File: src/rtl/mem_arb_pkg.sv
// Shared types and constants for the two-requester memory line-request arbiter.
package mem_arb_pkg;

    localparam int unsigned AW_DEFAULT = 32;
    localparam int unsigned DW_DEFAULT = 128;
    localparam int unsigned MW_DEFAULT = DW_DEFAULT / 8;

    localparam logic REQ_UART = 1'b0;
    localparam logic REQ_DC   = 1'b1;

    typedef enum logic [1:0] {
        StIdle  = 2'd0,
        StIssue = 2'd1,
        StWaitW = 2'd2,
        StWaitR = 2'd3
    } arb_state_e;

endpackage

File: src/rtl/arb_req_hold.sv
// Per-requester capture of write/read request pulses: pending bits, hold registers and a
// sticky overflow flag for pulses that arrive while the same request type is still pending.
module arb_req_hold #(
    parameter int unsigned AW = 32,
    parameter int unsigned DW = 128,
    parameter int unsigned MW = 16
) (
    input  logic          clk_i,
    input  logic          rst_ni,
    input  logic          wstart_i,
    input  logic [AW-1:0] waddr_i,
    input  logic [DW-1:0] wdata_i,
    input  logic [MW-1:0] wmask_i,
    input  logic          rstart_i,
    input  logic [AW-1:0] raddr_i,
    input  logic          wclr_i,
    input  logic          rclr_i,
    output logic          wpend_o,
    output logic          rpend_o,
    output logic [AW-1:0] waddr_o,
    output logic [DW-1:0] wdata_o,
    output logic [MW-1:0] wmask_o,
    output logic [AW-1:0] raddr_o,
    output logic          ovf_o
);

    logic          wpend_q, wpend_d;
    logic          rpend_q, rpend_d;
    logic          ovf_q, ovf_d;
    logic [AW-1:0] waddr_q;
    logic [DW-1:0] wdata_q;
    logic [MW-1:0] wmask_q;
    logic [AW-1:0] raddr_q;
    logic          w_accept;
    logic          r_accept;

    // A slot being cleared this cycle is free again, so a coinciding pulse is taken.
    assign w_accept = wstart_i && (!wpend_q || wclr_i);
    assign r_accept = rstart_i && (!rpend_q || rclr_i);

    always_comb begin
        wpend_d = wpend_q;
        rpend_d = rpend_q;
        if (wclr_i) wpend_d = 1'b0;
        if (w_accept) wpend_d = 1'b1;
        if (rclr_i) rpend_d = 1'b0;
        if (r_accept) rpend_d = 1'b1;
        ovf_d = ovf_q | (wstart_i && !w_accept) | (rstart_i && !r_accept);
    end

    always_ff @(posedge clk_i or negedge rst_ni) begin
        if (!rst_ni) begin
            wpend_q <= 1'b0;
            rpend_q <= 1'b0;
            ovf_q   <= 1'b0;
            waddr_q <= '0;
            wdata_q <= '0;
            wmask_q <= '0;
            raddr_q <= '0;
        end else begin
            wpend_q <= wpend_d;
            rpend_q <= rpend_d;
            ovf_q   <= ovf_d;
            if (w_accept) begin
                waddr_q <= waddr_i;
                wdata_q <= wdata_i;
                wmask_q <= wmask_i;
            end
            if (r_accept) raddr_q <= raddr_i;
        end
    end

    assign wpend_o = wpend_q;
    assign rpend_o = rpend_q;
    assign waddr_o = waddr_q;
    assign wdata_o = wdata_q;
    assign wmask_o = wmask_q;
    assign raddr_o = raddr_q;
    assign ovf_o   = ovf_q;

endmodule

File: src/rtl/mem_req_arbiter.sv
// Round-robin arbiter granting the single line-request port to the UART loader or the
// data-cache engine, one transaction at a time, and routing completions back to the owner.
module mem_req_arbiter
    import mem_arb_pkg::*;
#(
    parameter int unsigned AW = AW_DEFAULT,
    parameter int unsigned DW = DW_DEFAULT,
    parameter int unsigned MW = MW_DEFAULT
) (
    input  logic            clk,
    input  logic            rst_n,
    input  logic [1:0]      req_wstart_rq,
    input  logic [2*AW-1:0] req_win_addr,
    input  logic [2*DW-1:0] req_in_wdata,
    input  logic [2*MW-1:0] req_in_mask,
    output logic [1:0]      req_finish_wresp,
    input  logic [1:0]      req_rstart_rq,
    input  logic [2*AW-1:0] req_rin_addr,
    output logic [DW-1:0]   req_rdat_data,
    output logic [1:0]      req_rdat_valid,
    output logic [1:0]      req_finish_mrd,
    output logic [1:0]      ovf_err,
    output logic            m_wstart_rq,
    output logic [AW-1:0]   m_win_addr,
    output logic [DW-1:0]   m_in_wdata,
    output logic [MW-1:0]   m_in_mask,
    input  logic            m_finish_wresp,
    output logic            m_rstart_rq,
    output logic [AW-1:0]   m_rin_addr,
    input  logic [DW-1:0]   m_rdat_data,
    input  logic            m_rdat_valid,
    input  logic            m_finish_mrd,
    output logic            busy,
    output logic            grant_id
);

    arb_state_e    state_q, state_d;
    logic          grant_q, grant_d;
    logic          op_rd_q, op_rd_d;
    logic          rr_last_q, rr_last_d;
    logic          sel;
    logic          load;
    logic [1:0]    wpend, rpend, pend;
    logic [1:0]    wclr, rclr;
    logic [1:0]    ovf;
    logic [AW-1:0] h_waddr [2];
    logic [DW-1:0] h_wdata [2];
    logic [MW-1:0] h_wmask [2];
    logic [AW-1:0] h_raddr [2];
    logic [AW-1:0] m_waddr_q, m_raddr_q;
    logic [DW-1:0] m_wdata_q;
    logic [MW-1:0] m_wmask_q;
    logic [1:0]    owner;
    logic [1:0]    fw_q, rv_q, fr_q;
    logic [DW-1:0] rdat_q;

    for (genvar i = 0; i < 2; i++) begin : g_hold
        arb_req_hold #(
            .AW(AW),
            .DW(DW),
            .MW(MW)
        ) u_hold (
            .clk_i    (clk),
            .rst_ni   (rst_n),
            .wstart_i (req_wstart_rq[i]),
            .waddr_i  (req_win_addr[i*AW +: AW]),
            .wdata_i  (req_in_wdata[i*DW +: DW]),
            .wmask_i  (req_in_mask[i*MW +: MW]),
            .rstart_i (req_rstart_rq[i]),
            .raddr_i  (req_rin_addr[i*AW +: AW]),
            .wclr_i   (wclr[i]),
            .rclr_i   (rclr[i]),
            .wpend_o  (wpend[i]),
            .rpend_o  (rpend[i]),
            .waddr_o  (h_waddr[i]),
            .wdata_o  (h_wdata[i]),
            .wmask_o  (h_wmask[i]),
            .raddr_o  (h_raddr[i]),
            .ovf_o    (ovf[i])
        );
    end

    assign pend  = wpend | rpend;
    assign owner = grant_q ? 2'b10 : 2'b01;

    always_comb begin
        state_d   = state_q;
        grant_d   = grant_q;
        op_rd_d   = op_rd_q;
        rr_last_d = rr_last_q;
        wclr      = 2'b00;
        rclr      = 2'b00;
        load      = 1'b0;
        // The requester that was not served last has priority.
        sel       = pend[~rr_last_q] ? ~rr_last_q : rr_last_q;
        unique case (state_q)
            StIdle: begin
                if (|pend) begin
                    grant_d = sel;
                    op_rd_d = ~wpend[sel];
                    load    = 1'b1;
                    state_d = StIssue;
                end
            end
            StIssue: begin
                if (op_rd_q) begin
                    rclr[grant_q] = 1'b1;
                    state_d       = StWaitR;
                end else begin
                    wclr[grant_q] = 1'b1;
                    state_d       = StWaitW;
                end
            end
            StWaitW: begin
                if (m_finish_wresp) begin
                    rr_last_d = grant_q;
                    state_d   = StIdle;
                end
            end
            StWaitR: begin
                if (m_finish_mrd) begin
                    rr_last_d = grant_q;
                    state_d   = StIdle;
                end
            end
            default: state_d = StIdle;
        endcase
    end

    always_ff @(posedge clk or negedge rst_n) begin
        if (!rst_n) begin
            state_q   <= StIdle;
            grant_q   <= REQ_UART;
            op_rd_q   <= 1'b0;
            rr_last_q <= REQ_DC;
            m_waddr_q <= '0;
            m_wdata_q <= '0;
            m_wmask_q <= '0;
            m_raddr_q <= '0;
            fw_q      <= 2'b00;
            rv_q      <= 2'b00;
            fr_q      <= 2'b00;
            rdat_q    <= '0;
        end else begin
            state_q   <= state_d;
            grant_q   <= grant_d;
            op_rd_q   <= op_rd_d;
            rr_last_q <= rr_last_d;
            // Snapshot at selection so a re-captured hold cannot disturb the live request.
            if (load) begin
                m_waddr_q <= h_waddr[sel];
                m_wdata_q <= h_wdata[sel];
                m_wmask_q <= h_wmask[sel];
                m_raddr_q <= h_raddr[sel];
            end
            fw_q <= (state_q == StWaitW && m_finish_wresp) ? owner : 2'b00;
            rv_q <= (state_q == StWaitR && m_rdat_valid) ? owner : 2'b00;
            fr_q <= (state_q == StWaitR && m_finish_mrd) ? owner : 2'b00;
            if (state_q == StWaitR && m_rdat_valid) rdat_q <= m_rdat_data;
        end
    end

    assign m_wstart_rq      = (state_q == StIssue) && !op_rd_q;
    assign m_rstart_rq      = (state_q == StIssue) && op_rd_q;
    assign m_win_addr       = m_waddr_q;
    assign m_in_wdata       = m_wdata_q;
    assign m_in_mask        = m_wmask_q;
    assign m_rin_addr       = m_raddr_q;
    assign req_finish_wresp = fw_q;
    assign req_rdat_valid   = rv_q;
    assign req_finish_mrd   = fr_q;
    assign req_rdat_data    = rdat_q;
    assign ovf_err          = ovf;
    assign busy             = (state_q != StIdle);
    assign grant_id         = grant_q;

endmodule

File: config.mk
export PLATFORM = sky130hd
export DESIGN_NAME = mem_req_arbiter
export DESIGN_NICKNAME = d
export VERILOG_FILES = /design/src/rtl/mem_arb_pkg.sv /design/src/rtl/arb_req_hold.sv /design/src/rtl/mem_req_arbiter.sv
export SDC_FILE = /design/constraint.sdc
export NUM_CORES = 1
export LEC_CHECK = 0
export ABC_CLOCK_PERIOD_IN_PS = 1790
export CAP_MARGIN = 30
export CORE_AREA = 2 2 350 352
export DETAILED_ROUTE_END_ITERATION = 10
export DIE_AREA = 0 0 352 354
export GPL_TIMING_DRIVEN = 0
export PLACE_DENSITY = 0.53
export SETUP_SLACK_MARGIN = 0.15
export SLEW_MARGIN = 30
export SYNTH_ARGS = -nofsm -noshare
export SYNTH_HDL_FRONTEND = slang
export SYNTH_SLANG_ARGS = --single-unit
export TNS_END_PERCENT = 30
File: constraint.sdc
create_clock -name clk -period 1.79 [get_ports clk]
set_input_delay 0.4475 -clock clk [delete_from_list [all_inputs] [get_ports clk]]
set_output_delay 0.4475 -clock clk [all_outputs]
set_load 0.1 [all_outputs]
==> impl_metrics.csv, run 1 <==
group,metric,value,unit
final_layout,regArea,19300,um^2
die,ios,901,
synthesis,ys_seq_area_frac,0.614,
route,vias,25675,
die,core,121000,um^2
route,drt-vias-per-instance,4.86,
critical_path,crit_fanout,7,
critical_path,critPathTopFamily,"buffers and inverters",
sta,min_period,2.15,ns
die,die_w,352,um
critical_path,critPathArrivalTime,2.69,ns
sta,rsz0062_at_grt,"true",
final_layout,syn_to_final_growth,62.9,%
route,drt_first_pass_iters,5,
sta,max_freq,0.466,GHz
critical_path,worstReg2RegStart,"grant_id",
cts,cts_tree,"done",
final_layout,fillers,11451,
critical_path,r2r_cells,7,
run_status,status,"finished, violations left",
synthesis,ys_ff_latch,769,
critical_path,worstSetupStartpointType,"flip-flop",
synthesis,syn-cell-area,31300,um^2
place,numPortBuffers,900,
sta,holdWs,-0.182,ns
place,place.gp.congestion,0.845,
final_layout,drive_above_1_share,0.413,
critical_path,worstSetupPathType,"reg -> reg",
synthesis,synth_cell_type_count,38,
critical_path,crit_path_max_incr_delay,0.48,ns
synthesis,post_synth.cell_area_avg,12.9,um^2
cts,cts_buffers,93,
final_layout,stdcell_count,5288,
cts,insertion_delay,0.68,ns
sta,worst_pin_slew,0.866,ns
final_layout,nets,4112,
critical_path,worst_path_most_repeated_cell,"clkbuf_16",
synthesis,yosysWarningCount,0,
cts,htree_levels,3,
die,fp.dieH,354,um
sta,finalCritPeriodShare,1.20,
critical_path,reg2reg_to,"g_hold[0].u_hold.wdata_o[82]",
sta,setup_viol,1022,
place,post-place-cells,4966,
cts,path_clk_slew,0.06,ns
critical_path,worstPathRequired,2.33,ns
sta,hold_viol,102,
route,wl,148000,um
route,first_iter_violations,1562,
global_routing,grt_pass1_vias,26406,
global_routing,overflow,0,
global_routing,grt_start_max_net_pins,124,
sta,slew_viol_final,0,
die,start_util,0.259,
sta,finClkSkew,0.0339,ns
synthesis,synth-xor-area-share,0,
critical_path,cp_cell_sequence,"buf_8 -> nor4b_4 -> o21ai_4 -> buf_6 -> clkbuf_16 -> clkbuf_16 -> mux2_4",
critical_path,rrSetupSlack,-0.36,ns
sta,fin_ws,-0.357,ns
critical_path,end_kind,"flip-flop",
final_layout,mostFrequentLayoutCells,"dfrtp_1, clkdlybuf4s50_1, mux2_2",
run_status,failed_checks,"negative hold slack, negative setup slack",
route,wl_per_cell,27.9,um
synthesis,syn_nets,2982,
synthesis,synthMuxAreaShare,0.196,
final_layout,multi_input_area,12400,um^2
cts,cts_root_buf,"clkbuf_16",
sta,max_slew_margin,0.423,
final_layout,final_common_cell,"dfrtp_1",
route,ant_nets,0,
die,design.die.area,125000,um^2
place,dp_hpwl,104000,um
min_path,min-delay-path-class,"in -> async",
critical_path,cp_slowest_cell,"dfrtp_4",
global_routing,antenna_found_initial,44,
route,drc_errors,0,
cts,clock_path_buffers,3,
die,rows,128,
global_routing,grt_util_all_layers,0.217,
synthesis,yosys.area_share.simple,0.0407,
cts,clock_sinks,769,
synthesis,synthCells,2429,
synthesis,synth_adder_area_share,0,
synthesis,synth_compound_area_frac,0.112,
place,pre_cts_slack,-1.33,ns
run,cap_violations,0,
global_routing,grt_pass1_wl,196000,um
critical_path,cp_num_buf_inv,4,
synthesis,synth_top_family_by_area,"multiplexers",
==> synthesized netlist by cell type (all sizes together) <==
| library cell | count | area share |
|---|---|---|
| nor2 | 12 | 0.0015 |
| or4 | 1 | 0.00024 |
| and3b | 1 | 0.00028 |
| nand2 | 3 | 0.00036 |
| o21ai | 217 | 0.035 |
| nor4b | 1 | 0.00048 |
| o21a | 2 | 0.00048 |
| or2 | 4 | 0.00080 |
| and2 | 2 | 0.00040 |
| nor4 | 1 | 0.00020 |
| a21boi | 2 | 0.00060 |
| dfstp | 1 | 0.00084 |
| nor3 | 1 | 0.00052 |
| nor2b | 3 | 0.00060 |
| and4bb | 2 | 0.00080 |
| or3 | 1 | 0.00020 |
| a31oi | 208 | 0.042 |
| nand3 | 210 | 0.034 |
| dfrtp | 768 | 0.61 |
| a2bb2oi | 1 | 0.00028 |
| nand4 | 1 | 0.00020 |
| mux2 | 545 | 0.20 |
| buf | 120 | 0.024 |
| nand4b | 1 | 0.00028 |
| clkbuf | 105 | 0.013 |
| a21oi | 208 | 0.033 |
| a221o | 2 | 0.00064 |
| nor3b | 1 | 0.00024 |
| inv | 5 | 0.00060 |
==> per-stage QoR <==
stage | util | instance area [um^2] | TNS (ns)
after floorplan | - | 31700 | -80.06
after global placement | 0.354 | 42700 | -
after detailed placement | 0.351 | 42400 | -692.65
after CTS | 0.390 | 47200 | -271.01
after global routing | 0.422 | 51000 | -250.55
final | 0.422 | 51000 | -192.66
==> sequential cells by signal, summed over array words and instances (netlist names), 32 cells and up <==
signal,cells
m_win_addr,32
g_hold.u_hold.raddr_o,64
g_hold.u_hold.waddr_o,64
g_hold.u_hold.wdata_o,256
m_rin_addr,32
m_in_wdata,128
req_rdat_data,128
g_hold.u_hold.wmask_o,32
==> cell type report <==
class	count	share of cell area
diodes	28	0.00137
plain buffers	223	0.0470
clock buffers	136	0.0533
clock inverters	35	0.00875
inverters	5	0.000441
multi-input cells	1430	0.243
flip-flops and latches	769	0.378
well taps	1625	0.0398
repair buffers	1037	0.228
==> timing repair <==
| action | in CTS | in global routing |
|---|---|---|
| endpoints found under the hold margin | 102 | 102 |
| pin swaps | 5 | 72 |
| cloned | 12 | 52 |
| resized for setup | 951 | 750 |
| endpoints found under the setup margin | 1204 | 1204 |
| buffers inserted | 26 | 39 |
==> logic make-up after synthesis <==
kind of cell	count (synthesis)
mux	545
buf+inv	230
simple gates	245
compound gates	640
flops	769
==> how the worst max path moves through the flow <==
stage | start | to | slack, ns | cells after the start
final | grant_id | g_hold[0].u_hold.wdata_o[82] | -0.36 | 7
after global routing | state_q[1] | busy | -0.41 | 4
after CTS | state_q[1] | busy | -0.42 | 4
after detailed placement | m_rdat_valid | req_rdat_data[124] | -1.33 | 5
after global placement | rst_n | grant_id | -42.99 | 1
after floorplan | grant_id | g_hold[1].u_hold.wdata_o[100] | -0.17 | 6
==> layer usage <==
layer	up-vias	global-route usage	routed length, um
met5	-	0	218
met4	34	0.0783	5700
met3	256	0.0723	11100
met2	957	0.382	74300
met1	13170	0.242	56500
li1	11258	-	-
==> worst register-to-register path, cell delays in order, from the launching register on <==
cell,delay [ns]
dfrtp_4,0.48
buf_8,0.14
nor4b_4,0.36
o21ai_4,0.19
buf_6,0.19
clkbuf_16,0.20
clkbuf_16,0.19
mux2_4,0.29
Power of run 1 is not shown: default switching activity piles up to over one toggle a cycle in this logic, so the estimate is an artifact.
==> inputs of run 2 (changes only) <==
- ABC_CLOCK_PERIOD_IN_PS: 1790 -> 2410
- PLACE_DENSITY: 0.53 -> 0.51
- clock period: 1.79 -> 2.41 ns (I/O delays scaled with it)
==> impl_metrics.csv, run 2 (synthesis gave the netlist of run 1 again) <==
group,metric,value,unit
cts,cts_buffers,94,
global_routing,grt_pass1_vias,25695,
critical_path,critPathArrivalTime,1.75,ns
sta,max_slew_margin,0.409,
route,first_iter_violations,1545,
sta,min_period,2.35,ns
sta,setup_viol,0,
place,numPortBuffers,900,
final_layout,fin_util,0.378,
cts,htree_levels,3,
route,ant_nets,0,
route,drt-vias-per-instance,4.81,
final_layout,final_common_cell,"dfrtp_1",
global_routing,grt_start_max_net_pins,120,
place,dp_hpwl,101000,um
die,start_util,0.259,
route,wl,136000,um
final_layout,largest_reg_flops,256,
route,drc_errors,0,
sta,slew_viol_final,0,
place,place.gp.congestion,0.846,
global_routing,grt_pass1_wl,191000,um
run_status,status,"finished, violations left",
sta,max_freq,0.425,GHz
critical_path,worstSetupPathType,"reg -> out",
die,core,121000,um^2
sta,worst_pin_slew,0.887,ns
die,fp.dieH,354,um
sta,hold_viol,3,
cts,cts_root_buf,"clkbuf_16",
die,ios,901,
route,vias,24932,
cts,path_clk_slew,0.06,ns
cts,insertion_delay,0.68,ns
route,wl_per_cell,26.2,um
sta,holdWs,-0.00674,ns
critical_path,end_kind,"primary output",
final_layout,drive_above_1_share,0.306,
critical_path,crit_fanout,7,
critical_path,worstPathRequired,1.81,ns
die,rows,128,
sta,finalCritPeriodShare,0.976,
cts,cts_tree,"done",
final_layout,mostFrequentLayoutCells,"dfrtp_1, clkdlybuf4s50_1, mux2_2",
die,die_w,352,um
min_path,min-delay-path-class,"in -> async",
sta,rsz0062_at_grt,"true",
sta,finClkSkew,0.0283,ns
run,cap_violations,0,
cts,clock_sinks,769,
final_layout,nets,4006,
critical_path,worstSetupStartpointType,"flip-flop",
run_status,failed_checks,"negative hold slack",
global_routing,antenna_found_initial,59,
route,drt_first_pass_iters,7,
cts,clock_path_buffers,3,
global_routing,grt_util_all_layers,0.212,
global_routing,overflow,0,
final_layout,syn_to_final_growth,45.8,%
die,design.die.area,125000,um^2
run 2: cell count changes in the layout (fill, tap and decap cells not counted), sizes merged, moves of 2 or more:
cell / previous run / this run
dlymetal6s2s: 0 / 3
clkinv: 17 / 13
dlygate4sd2: 0 / 2
clkbuf: 282 / 255
bufinv: 7 / 4
clkdlybuf4s15: 165 / 131
clkdlybuf4s18: 0 / 46
buf: 393 / 307
bufbuf: 5 / 2
inv: 12 / 7
run 2: per-stage QoR:
stage / cell area, um^2 / instances / TNS [ns] / setup WS, ns
finish: 45700 / 5179 / 0 / 0.0581
global route: 45700 / 5172 / 0 / 0.0111
CTS: 45500 / 5144 / -0.192 / -0.0960
detailed placement: 42200 / 4967 / -295.42 / -1.07
global placement: 42400 / 4954 / - / -40.59
floorplan: 31300 / 2429 / 0 / 0.328
run 2: what timing repair did:
action,CTS,global route
hold endpoints to repair,49,8
pin swaps,4,1
setup endpoints to repair,995,576
cloned,2,1
gates resized for setup,899,25
hold buffers,2,1
setup buffers,4,4
run 2: worst paths after layout:
kind                                         startpoint                      endpoint  slack, ns  depth (start not counted)
hold reg to reg            g_hold[0].u_hold.wdata_o[77]  g_hold[0].u_hold.wdata_o[77]       0.48                          1
max in group asynchronous                         rst_n  g_hold[0].u_hold.wdata_o[19]       0.53                          6
min in group clk           g_hold[0].u_hold.wdata_o[77]  g_hold[0].u_hold.wdata_o[77]       0.48                          1
setup reg to reg                               grant_id  g_hold[0].u_hold.raddr_o[20]       0.17                          5
setup / recovery                             state_q[1]                   m_rstart_rq       0.06                          3
hold / removal                                    rst_n                m_win_addr[11]     -0.007                          2
run 2: per-layer routing:
metal / GRT usage / share of wire / up-vias
li1: - / - / 11011
met3: 0.0513 / 0.057 / 216
met2: 0.358 / 0.50 / 832
met1: 0.262 / 0.41 / 12857
met4: 0.0764 / 0.031 / 16
met5: 0 / 0.00068 / -
run 2: area by class of cell:
cell class              instances  area, um^2
fillers                     11914       75200
flip-flops and latches        769       19200
multi-input cells            1430       10900
repair buffers                928        9000
clock buffers                 145        2820
well taps                    1625        2030
plain buffers                 225        1290
clock inverters                24         251
diodes                         28        70.1
inverters                       5        18.8
run 2: critical path, cell delays in order (launching register included):
cell,delay (ns)
dfrtp_2,0.44
buf_8,0.16
and3b_2,0.28
buf_12,0.18
Power of run 2 is left out for the same reason.
==> inputs of run 3 (changes only) <==
- ABC_CLOCK_PERIOD_IN_PS: 2410 -> 2800
- clock period: 2.41 -> 2.8 ns (I/O delays scaled with it)
==> impl_metrics.csv, run 3 (synthesis gave the netlist of run 1 again) <==
group,metric,value,unit
global_routing,grt_util_all_layers,0.212,
die,core,121000,um^2
sta,hold_viol,0,
sta,tns,0,ns
critical_path,worstSetupPathType,"reg -> out",
cts,clock_sinks,769,
sta,max_slew_margin,0.314,
route,drc_errors,0,
die,fp.dieH,354,um
critical_path,worstPathRequired,2.10,ns
critical_path,crit_path_max_incr_delay,0.89,ns
run_status,status,"complete, no violations",
critical_path,worstSetupStartpointType,"flip-flop",
route,drt-vias-per-instance,4.80,
min_path,min-delay-path-class,"in -> async",
final_layout,nets,3991,
die,design.die.area,125000,um^2
die,start_util,0.259,
global_routing,grt_pass1_wl,191000,um
sta,min_period,2.60,ns
sta,finClkSkew,0.0284,ns
critical_path,rrSetupSlack,0.24,ns
critical_path,end_kind,"primary output",
sta,finalCritPeriodShare,0.929,
sta,rsz0062_at_grt,"true",
place,place.gp.congestion,0.837,
route,ant_nets,0,
sta,setup_viol,0,
place,dp_hpwl,102000,um
final_layout,largest_reg_flops,256,
cts,clock_path_buffers,3,
die,die_w,352,um
cts,cts_buffers,93,
sta,worst_pin_slew,1.03,ns
die,ios,901,
global_routing,antenna_found_initial,43,
final_layout,syn_to_final_growth,44.2,%
die,rows,128,
sta,max_freq,0.385,GHz
run,cap_violations,0,
route,wl_per_cell,26.3,um
global_routing,grt_pass1_vias,25342,
cts,insertion_delay,0.66,ns
global_routing,grt_start_max_net_pins,117,
route,wl,135000,um
route,vias,24699,
critical_path,crit_fanout,2,
cts,path_clk_slew,0.06,ns
route,first_iter_violations,1717,
critical_path,critPathTopFamily,"buffers and inverters",
place,pre_cts_slack,-0.375,ns
cts,htree_levels,3,
sta,slew_viol_final,0,
critical_path,r2r_cells,6,
critical_path,reg2reg_to,"m_rin_addr[6]",
critical_path,worstReg2RegStart,"rr_last_q",
final_layout,drive_above_1_share,0.242,
global_routing,overflow,0,
critical_path,critPathArrivalTime,1.90,ns
final_layout,mostFrequentLayoutCells,"dfrtp_1, clkdlybuf4s50_1, mux2_2",
cts,cts_tree,"done",
sta,fin_ws,0.200,ns
place,numPortBuffers,900,
critical_path,cp_num_buf_inv,1,
cts,cts_root_buf,"clkbuf_16",
critical_path,cp_cell_sequence,"dlygate4sd2_1",
final_layout,final_common_cell,"dfrtp_1",
critical_path,cp_slowest_cell,"dlygate4sd2_1",
route,drt_first_pass_iters,5,
==> run 3: worst max path at each step <==
stage                             startpoint                  to  depth (start not counted)
final                     req_rdat_data[125]  req_rdat_data[125]                          1
after global routing          m_in_wdata[18]      m_in_wdata[18]                          1
after CTS                  req_rdat_data[22]   req_rdat_data[22]                          1
after detailed placement               rst_n   req_rdat_data[27]                          5
after global placement                 rst_n   req_rdat_data[27]                          1
after floorplan                   state_q[1]         m_wstart_rq                          2
==> run 3: what timing repair did <==
action,in CTS,in global routing
endpoints found under the setup margin,461,92
gates resized for setup,377,22
endpoints found under the hold margin,61,0
hold buffers,1,0
setup buffers,0,0
==> run 3: through the flow <==
stage               hold WS, ns   util  cells  cell area (um^2)
detailed placement        0.475  0.349   4967             42200
global route             0.0538  0.374   5140             45200
global placement          0.467  0.350   4954             42400
floorplan                 0.404      -   2429             31300
CTS                      0.0231  0.373   5132             45100
finish                   0.0781  0.374   5146             45200
==> run 3: final cells by class <==
class	count	area (um^2)
diodes	14	35.0
plain buffers	225	1180
clock buffers	132	2660
clock inverters	32	407
fillers	12075	75700
inverters	5	18.8
multi-input cells	1430	10900
flip-flops and latches	769	19200
well taps	1625	2030
repair buffers	914	8680
==> run 3: metal layers <==
layer | vias to the layer above | wire length [um] | track usage
met3 | 180 | 9960 | 0.0642
met5 | - | 260 | 0
met4 | 38 | 2620 | 0.0464
li1 | 10936 | - | -
met2 | 708 | 64400 | 0.345
met1 | 12837 | 57800 | 0.276
Power of run 3 is left out for the same reason.
==> RTL edit, RTL diff (settings of run 1) <==
The package constant `AW_DEFAULT` goes from 32 to 48.
--- a/src/rtl/mem_arb_pkg.sv
+++ b/src/rtl/mem_arb_pkg.sv
@@ -2,5 +2,5 @@
 package mem_arb_pkg;
 
-    localparam int unsigned AW_DEFAULT = 32;
+    localparam int unsigned AW_DEFAULT = 48;
     localparam int unsigned DW_DEFAULT = 128;
     localparam int unsigned MW_DEFAULT = DW_DEFAULT / 8;
Interface: changed (resized m_rin_addr, m_win_addr, req_rin_addr and req_win_addr); port bits go from 901 to 997. The function was not compared with the original's and may differ.
==> RTL edit against run 1 <==
The flow still finishes with violations (negative hold slack, negative setup slack). Utilization up 3.8 points. Non-clock buffer count rose by 129. Sequential cell count is 96 higher. Setup slack worse by 0.056 ns. Routed wire length rose by 6.2%. Count of clock-buffer cells in the layout up 24. Synthesized area grew 12%. Cell area grew 9.0%. Global-route usage rose by 1.8 points. Critical path depth increased by 1. Critical endpoint is now g_hold[1].u_hold.wdata_o[26].
==> RTL edit: results (changes against run 1) <==
| Metric | Value |
|---|---|
| PortBufs | 996 (+11%) |
| Met2 Routed Length | 73,800 um (-0.56%) |
| Clock network area share | 0.0595 (-0.00252) |
| Failing checks | negative hold slack, negative setup slack |
| Layout Nets | 4,598 (+12%) |
| Least-Margin Pin Slew | 0.768 ns (-0.0986 ns) |
| Synth Area in Compound Gates | 0.114 (+0.00233) |
| Post-synthesis mux area share | 0.195 (-0.000953) |
| Outcome | finished with violations |
| FF+latch area | 0.0217 mm^2 (+12%) |
| Setup ws final | -0.413 ns (-0.0561 ns) |
| Metal-1 WL | 65,500 um (+16%) |
| Fraction of area in multi-input gates | 0.238 (-0.00542) |
| FFs & Latches | 865 (+12%) |
| Placed cells | 5,378 (+8.3%) |
| Final cell area excluding filler cells | 0.0556 mm^2 (+9.0%) |
| Final hold slack | -0.192 ns (-0.00961 ns) |
| Hold Vio Cnt, Final | 116 (+14%) |
| N_diodes | 26 (-7.1%) |
| DR iter-0 viols | 1,873 (+20%) |
| Initial antenna violation count | 51 (+16%) |
| Filler cell count | 11,065 (-3.4%) |
| Multi-input gates | 1,622 (+13%) |
| Vias/cell | 5.02 (+3.3%) |
| Setup TNS Final | -221.44 ns (-28.79 ns) |
| Final Setup Violations | 1,083 (+6.0%) |
| Fin Clk Skew | 0.0437 ns (+0.00980 ns) |
RTL edit: changes by cell type after synthesis, moves of 27 or more:
cell,delta
clkbuf_1,+27
a21oi_1,+32
a31oi_1,+32
mux2_1,-111
nand3_1,+32
mux2_2,+175
dfrtp_1,+96
o21ai_0,+36
RTL edit: how the worst max path moves through the flow:
stage | to | depth (start not counted) | slack, ns
2_1_floorplan | g_hold[1].u_hold.wdata_o[100] | 6 | -0.15
3_3_place_gp | grant_id | 1 | -48.68
3_5_place_dp | req_rdat_data[122] | 6 | -1.45
4_1_cts | busy | 4 | -0.40
5_1_grt | g_hold[1].u_hold.wdata_o[101] | 8 | -0.47
6_report | g_hold[1].u_hold.wdata_o[26] | 8 | -0.41
RTL edit: repair_timing:
item / CTS / global route
pin swaps: 5 / 14
buffers inserted: 20 / 52
endpoints found under the hold margin: 72 / 135
gates resized for setup: 1171 / 949
gates cloned: 4 / 42
setup endpoints to repair: 1556 / 1556
